[src/rtl/logic_gate_pipe_if.sv]
// Handshake bundle for logic_gate_pipe: an operand channel into the block and a
// result channel out of it. The master side is the surrounding logic (source of
// operands, sink of results); the slave side is the gate pipe itself.
//
// Valid/ready rule for both channels: a transfer happens on a rising clock edge
// where valid && ready are both 1. Once valid is raised, the sender holds valid
// and its payload stable until that transfer. The receiver is free to raise or
// lower ready at any time.
interface logic_gate_pipe_if #(
  parameter int WIDTH = 8,
  parameter int N_IN  = 2
);
  // operand channel
  logic                  in_valid;
  logic                  in_ready;
  logic [N_IN*WIDTH-1:0] in_data;
  logic [2:0]            in_op;
  // result channel
  logic                  out_valid;
  logic                  out_ready;
  logic [WIDTH-1:0]      out_y;
  logic                  out_all;
  logic                  out_any;

  modport master (
    output in_valid, in_data, in_op, out_ready,
    input  in_ready, out_valid, out_y, out_all, out_any
  );

  modport slave (
    input  in_valid, in_data, in_op, out_ready,
    output in_ready, out_valid, out_y, out_all, out_any
  );
endinterface

[src/rtl/logic_gate_pipe.sv]
// Registered N-operand bitwise logic unit. Each accepted operand set is reduced
// by the selected function and queued in a 2-entry FIFO, so upstream can keep
// streaming while downstream applies backpressure. A saturating counter tracks
// how many results have been taken.
module logic_gate_pipe #(
  parameter int WIDTH = 8,
  parameter int N_IN  = 2,
  parameter int CNT_W = 16
) (
  input  logic             clk,
  input  logic             rst_n,
  logic_gate_pipe_if.slave pipe,
  output logic [CNT_W-1:0] op_count
);

  typedef enum logic [2:0] {
    OP_AND  = 3'd0,
    OP_OR   = 3'd1,
    OP_XOR  = 3'd2,
    OP_NAND = 3'd3,
    OP_NOR  = 3'd4,
    OP_XNOR = 3'd5,
    OP_NOT  = 3'd6,
    OP_PASS = 3'd7
  } op_e;

  logic [WIDTH-1:0] operand0;
  logic [WIDTH-1:0] red_and;
  logic [WIDTH-1:0] red_or;
  logic [WIDTH-1:0] red_xor;
  logic [WIDTH-1:0] result;

  // Two storage slots addressed by 1-bit pointers; fill counts 0..2.
  logic [WIDTH-1:0] mem [2];
  logic             wr_ptr;
  logic             rd_ptr;
  logic [1:0]       fill;
  logic [WIDTH-1:0] head;
  logic             push;
  logic             pop;

  assign operand0 = pipe.in_data[WIDTH-1:0];

  // Fold all operands through AND/OR/XOR; with one operand each fold is operand0.
  always_comb begin
    red_and = operand0;
    red_or  = operand0;
    red_xor = operand0;
    for (int k = 1; k < N_IN; k++) begin
      red_and = red_and & pipe.in_data[k*WIDTH +: WIDTH];
      red_or  = red_or  | pipe.in_data[k*WIDTH +: WIDTH];
      red_xor = red_xor ^ pipe.in_data[k*WIDTH +: WIDTH];
    end
  end

  // Select the requested function; the inverted forms reuse the plain folds.
  always_comb begin
    result = operand0;
    case (op_e'(pipe.in_op))
      OP_AND:  result = red_and;
      OP_OR:   result = red_or;
      OP_XOR:  result = red_xor;
      OP_NAND: result = ~red_and;
      OP_NOR:  result = ~red_or;
      OP_XNOR: result = ~red_xor;
      OP_NOT:  result = ~operand0;
      default: result = operand0;
    endcase
  end

  // Ready depends only on registered occupancy, never on out_ready, so a slot
  // freed by a pop is offered to upstream one cycle later.
  assign pipe.in_ready  = (fill != 2'd2);
  assign pipe.out_valid = (fill != 2'd0);
  assign push = pipe.in_valid && pipe.in_ready;
  assign pop  = pipe.out_valid && pipe.out_ready;

  // Outputs are gated to zero when empty so no stale slot content leaks out.
  assign head          = mem[rd_ptr];
  assign pipe.out_y    = pipe.out_valid ? head : '0;
  assign pipe.out_all  = pipe.out_valid & (&head);
  assign pipe.out_any  = pipe.out_valid & (|head);

  // FIFO storage, pointers and occupancy; push and pop may share an edge.
  always_ff @(posedge clk or negedge rst_n) begin
    if (!rst_n) begin
      mem[0] <= '0;
      mem[1] <= '0;
      wr_ptr <= 1'b0;
      rd_ptr <= 1'b0;
      fill   <= 2'd0;
    end else begin
      if (push) begin
        mem[wr_ptr] <= result;
        wr_ptr      <= ~wr_ptr;
      end
      if (pop) begin
        rd_ptr <= ~rd_ptr;
      end
      case ({push, pop})
        2'b10:   fill <= fill + 2'd1;
        2'b01:   fill <= fill - 2'd1;
        default: fill <= fill;
      endcase
    end
  end

  // Count taken results, sticking at all-ones instead of wrapping.
  always_ff @(posedge clk or negedge rst_n) begin
    if (!rst_n) begin
      op_count <= '0;
    end else if (pop && (op_count != {CNT_W{1'b1}})) begin
      op_count <= op_count + 1'b1;
    end
  end

endmodule
[src/flat_wrapper.sv]
// flat-port wrapper written by rule: the top's interface ports become plain ports
module logic_gate_pipe_flat 
#(
  parameter int WIDTH = 8,
  parameter int N_IN  = 2,
  parameter int CNT_W = 16
)
  (clk, rst_n, op_count, pipe_in_valid, pipe_in_data, pipe_in_op, pipe_out_ready, pipe_in_ready, pipe_out_valid, pipe_out_y, pipe_out_all, pipe_out_any);
  logic_gate_pipe_if #(.WIDTH(WIDTH), .N_IN(N_IN)) pipe_i ();
  input  logic clk;
  input  logic rst_n;
  output logic [CNT_W-1:0] op_count;
  input wire logic [$bits(pipe_i.in_valid)-1:0] pipe_in_valid;
  input wire logic [$bits(pipe_i.in_data)-1:0] pipe_in_data;
  input wire logic [$bits(pipe_i.in_op)-1:0] pipe_in_op;
  input wire logic [$bits(pipe_i.out_ready)-1:0] pipe_out_ready;
  output wire logic [$bits(pipe_i.in_ready)-1:0] pipe_in_ready;
  output wire logic [$bits(pipe_i.out_valid)-1:0] pipe_out_valid;
  output wire logic [$bits(pipe_i.out_y)-1:0] pipe_out_y;
  output wire logic [$bits(pipe_i.out_all)-1:0] pipe_out_all;
  output wire logic [$bits(pipe_i.out_any)-1:0] pipe_out_any;
  assign pipe_i.in_valid = pipe_in_valid;
  assign pipe_i.in_data = pipe_in_data;
  assign pipe_i.in_op = pipe_in_op;
  assign pipe_i.out_ready = pipe_out_ready;
  assign pipe_in_ready = pipe_i.in_ready;
  assign pipe_out_valid = pipe_i.out_valid;
  assign pipe_out_y = pipe_i.out_y;
  assign pipe_out_all = pipe_i.out_all;
  assign pipe_out_any = pipe_i.out_any;
  logic_gate_pipe #(.WIDTH(WIDTH), .N_IN(N_IN), .CNT_W(CNT_W)) u_core (.clk(clk), .rst_n(rst_n), .pipe(pipe_i), .op_count(op_count));
endmodule
[config.mk]
export PLATFORM = sky130hd
export DESIGN_NAME = logic_gate_pipe_flat
export DESIGN_NICKNAME = d
export VERILOG_FILES = /design/src/rtl/logic_gate_pipe_if.sv /design/src/rtl/logic_gate_pipe.sv /design/src/flat_wrapper.sv
export SDC_FILE = /design/constraint.sdc
export NUM_CORES = 1
export LEC_CHECK = 0
export CORE_MARGIN = 2
export CORE_UTILIZATION = 57
export CTS_CLUSTER_SIZE = 12
export DETAILED_ROUTE_END_ITERATION = 8
export PLACE_DENSITY = 0.87
export SYNTH_ARGS = -nofsm -noshare
export SYNTH_HDL_FRONTEND = slang
export SYNTH_SLANG_ARGS = --single-unit
[constraint.sdc]
create_clock -name clk -period 3.5 [get_ports clk]
set_input_delay 0.7 -clock clk [delete_from_list [all_inputs] [get_ports clk]]
set_output_delay 0.7 -clock clk [all_outputs]
set_load 0.05 [all_outputs]
==> flow_summary.toml <==
[cts]
clkSlewWorstSetupHoldPaths_ns = 0.07
cts_tree = "built"
clock_sinks = 36
clk_latency_ns = 0.29
cts_resized = 0
cts_buffer_depth = 2
ctsHtreeMaxLevel = 2
cts-buffers-inserted = 5
postCtsSetupRepairBufs = 0
holdBufCountCts = 0
root_cell_of_the_clock_tree = "clkbuf_8"

[timing]
grt_setup_unrepaired = "no"
hold_viol_final = 0
max-slew-margin-rel_pct = 48.1
share_of_the_clock_period_used_by_the_worst_path_after_layout_pct = 85.8
final_setup_vio_count = 0
finalCriticalPeriod_ns = 3.00
final_critical_path_setup_slack_ns = 0.496
max_freq_mhz = 333
finalMaxSlewViolations = 0
fin_worst_hold_slack_ns = 0.518
fin_skew_ns = 0.00532
setup_total_negative_slack_ns = 0
timing_worst_slew_pin_value_ns = 0.776

[finish]
area.growth.synth_to_final_pct = 22.3
design_area_um2 = 3240
final_net_count = 374
layout.area.seq_um2 = 901
layout-drive-gt1-share_pct = 9.97
diodes = 0
fill_cells = 334
multi_input_comb_area_um2 = 1580

[global_routing]
global_route.peak_usage_layer = "met2"
first_global_vias = 2116
use_met3_pct = 5.14
grt_util_all_layers_pct = 23.7
antenna_violations_before_repair = 0
wire_length_of_the_first_global_routing_pass_um = 9720
grt.met2_usage_pct = 39.0
global_route.usage.met1_pct = 31.6
remaining_global_route_overflow = 0
largest_net_degree_at_the_start_of_global_routing = 37

[setup_path]
setup.worst_path.start_class = "register"
crit-reg2reg-launch = "u_core.op_count[0]$_DFFE_PN0P_"
critPathSlowestCell = "clkdlybuf4s50_1"
reg2reg_depth = 5
max_stage_delay_ns = 0.80
cp_max_fo = 12
crit_path_max_delay_family = "buffers and inverters"
worst_r2r_endpoint = "u_core.op_count[14]$_DFFE_PN0P_"
setup.reg_to_reg.worst_slack_ns = 1.62
setup.worst_path.class = "register to output port"
timing.critical_path.arrival_ns = 2.30
path_cells = "nand2b_1, nor3_1, o21a_1, clkdlybuf4s50_1"
cp.required_ns = 2.80
cp.buffers_inverters = 1
crit_path_end_kind = "output port"

[place]
buffer_ports.inserted = 50
gp_congestion = 0.839
setup_slack_at_placement_ns = 0.750
detailed_place_hpwl_um = 4280
placedInstanceArea_um2 = 3170

[floorplanning]
ioPinCount = 51
die_w_um = 72.2
floorplan.core_area_um2 = 4410
initial_utilization_pct = 60.0
die_h_um = 72.2
total_die_area_um2 = 5210
core.rowCount = 24

[synthesis]
synth_cells = 282
synth.yosys.warnings = 0
ys_ff_latch = 36
postSynthNetCount = 323
syn_area_um2 = 2650
synth-edff-count = 0
ys.flop_type = "dfrtp_1"
synth-seq-area-share_pct = 34.0
synthesis.area_per_instance_um2 = 9.40
yosys_cell_types = 43
asyncSetResetFlopFracSynth_pct = 100

[detailed_routing]
wl_um = 5520
post_drt_via_cell_ratio = 5.91
drt-initial-drc-count = 137
routed-via-count = 2265
routedWlPerCell_um = 14.4
drt_pass1_iterations = 4
route.antenna.remaining_nets = 0
drt_drc_violations_left = 0

[min_path]
min_from = "u_core.mem[13]$_DFFE_PN0P_"
whs_endpoint = "u_core.mem[13]$_DFFE_PN0P_"
hold-path-cell-count = 2
worstHoldPathType = "register to register"

[pwr]
power.leakage_nw = 1.42
irDropWorstVdd_mv = 0.396
pwr_density_cell_nw_per_um2 = 738

[outcome]
run_status = "complete, no violations"

[job]
cap_violations = 0
-- placed cells by master, fill, tap and decap left out, types with 6 or more instances in the layout --
master / instances
o21ai_0: 6
xnor2_1: 12
o31ai_1: 6
mux2i_1: 13
clkdlybuf4s50_1: 50
mux2_2: 13
dfrtp_1: 36
nor3_1: 9
a21oi_1: 17
nand2_1: 19
nand3_1: 9
nand3b_1: 6
ha_1: 18
nor2_1: 29
inv_1: 25
-- stage by stage --
| step | power, mW | utilization (%) | cells |
|---|---|---|---|
| after global placement | 2.09 | 71.9 | 378 |
| after CTS | 2.40 | 73.4 | 383 |
| after floorplan | 1.69 | - | 282 |
| final | 2.39 | 73.4 | 383 |
| after detailed placement | 2.14 | 71.9 | 378 |
| after global routing | 2.53 | 73.4 | 383 |
-- cells by family after synthesis --
kind of cell / Yosys count / synth area share (%)
simple gates: 106 / 21.6
xor+xnor: 16 / 5.29
buf+inv: 35 / 6.28
flops: 36 / 34.0
mux: 33 / 15.5
fa+ha+maj: 18 / 8.50
compound gates: 38 / 8.78
-- flip-flops by register name (all words and copies together), names as in the netlist --
signal and count:
u_core.rd_ptr 1, u_core.wr_ptr 1, u_core.op_count 16, u_core.fill 2
u_core.mem 16
-- final cells by class --
class / instances / area share, %
multi-input combinational: 211 / 48.8
inverter: 25 / 2.89
tap: 52 / 2.01
clock buffer: 5 / 2.12
sequential: 36 / 27.8
timing repair buffer: 54 / 16.4
-- per-layer routing --
metal  share of wire [%]  vias up
met4                 1.4        0
met2                  48       59
met3                 4.4        6
li1                    -     1104
met1                  46     1096
met5                   0        -
-- worst max path at each step --
stage	slack (ns)	cells after the start	endpoint	from
floorplan	0.67	3	pipe_out_any	u_core.rd_ptr$_DFFE_PN0P_
global placement	0.80	7	u_core.mem[8]$_DFFE_PN0P_	pipe_in_data[0]
detailed placement	0.75	7	u_core.mem[8]$_DFFE_PN0P_	pipe_in_data[0]
CTS	0.51	4	pipe_out_all	u_core.rd_ptr$_DFFE_PN0P_
global route	0.43	4	pipe_out_all	u_core.rd_ptr$_DFFE_PN0P_
finish	0.50	4	pipe_out_all	u_core.rd_ptr$_DFFE_PN0P_
-- power by group --
part | switching [mW] | internal (mW) | leakage, nW | total [mW]
Clock | 0.135 | 0.128 | 0.0359 | 0.263
Sequential | 0.207 | 0.575 | 0.443 | 0.782
Combinational | 0.824 | 0.525 | 0.944 | 1.35
-- worst reg2reg max path: stages, from the launching register on --
cell and delay (ns):
dfrtp_1 0.42, ha_1 0.25, and4_1 0.25, nand3_1 0.21, nor3_1 0.26, mux2_2 0.37
-- synthesized netlist by cell type, types with 5 or more instances --
library cell,n,area share (%)
nand2_1,19,2.7
nand3_1,9,1.7
nor2_1,29,4.1
o31ai_1,6,1.7
nand4_1,5,1.2
inv_1,25,3.5
nand3b_1,6,1.7
xnor2_1,12,4.0
mux4_2,5,4.2
ha_1,18,8.5
mux2_2,13,5.5
a21oi_1,17,3.2
nand2b_1,5,1.2
o21ai_0,6,1.1
mux2i_1,13,4.9
dfrtp_1,36,34
nor3_1,9,1.7
Power figures use the tool's default switching activity.
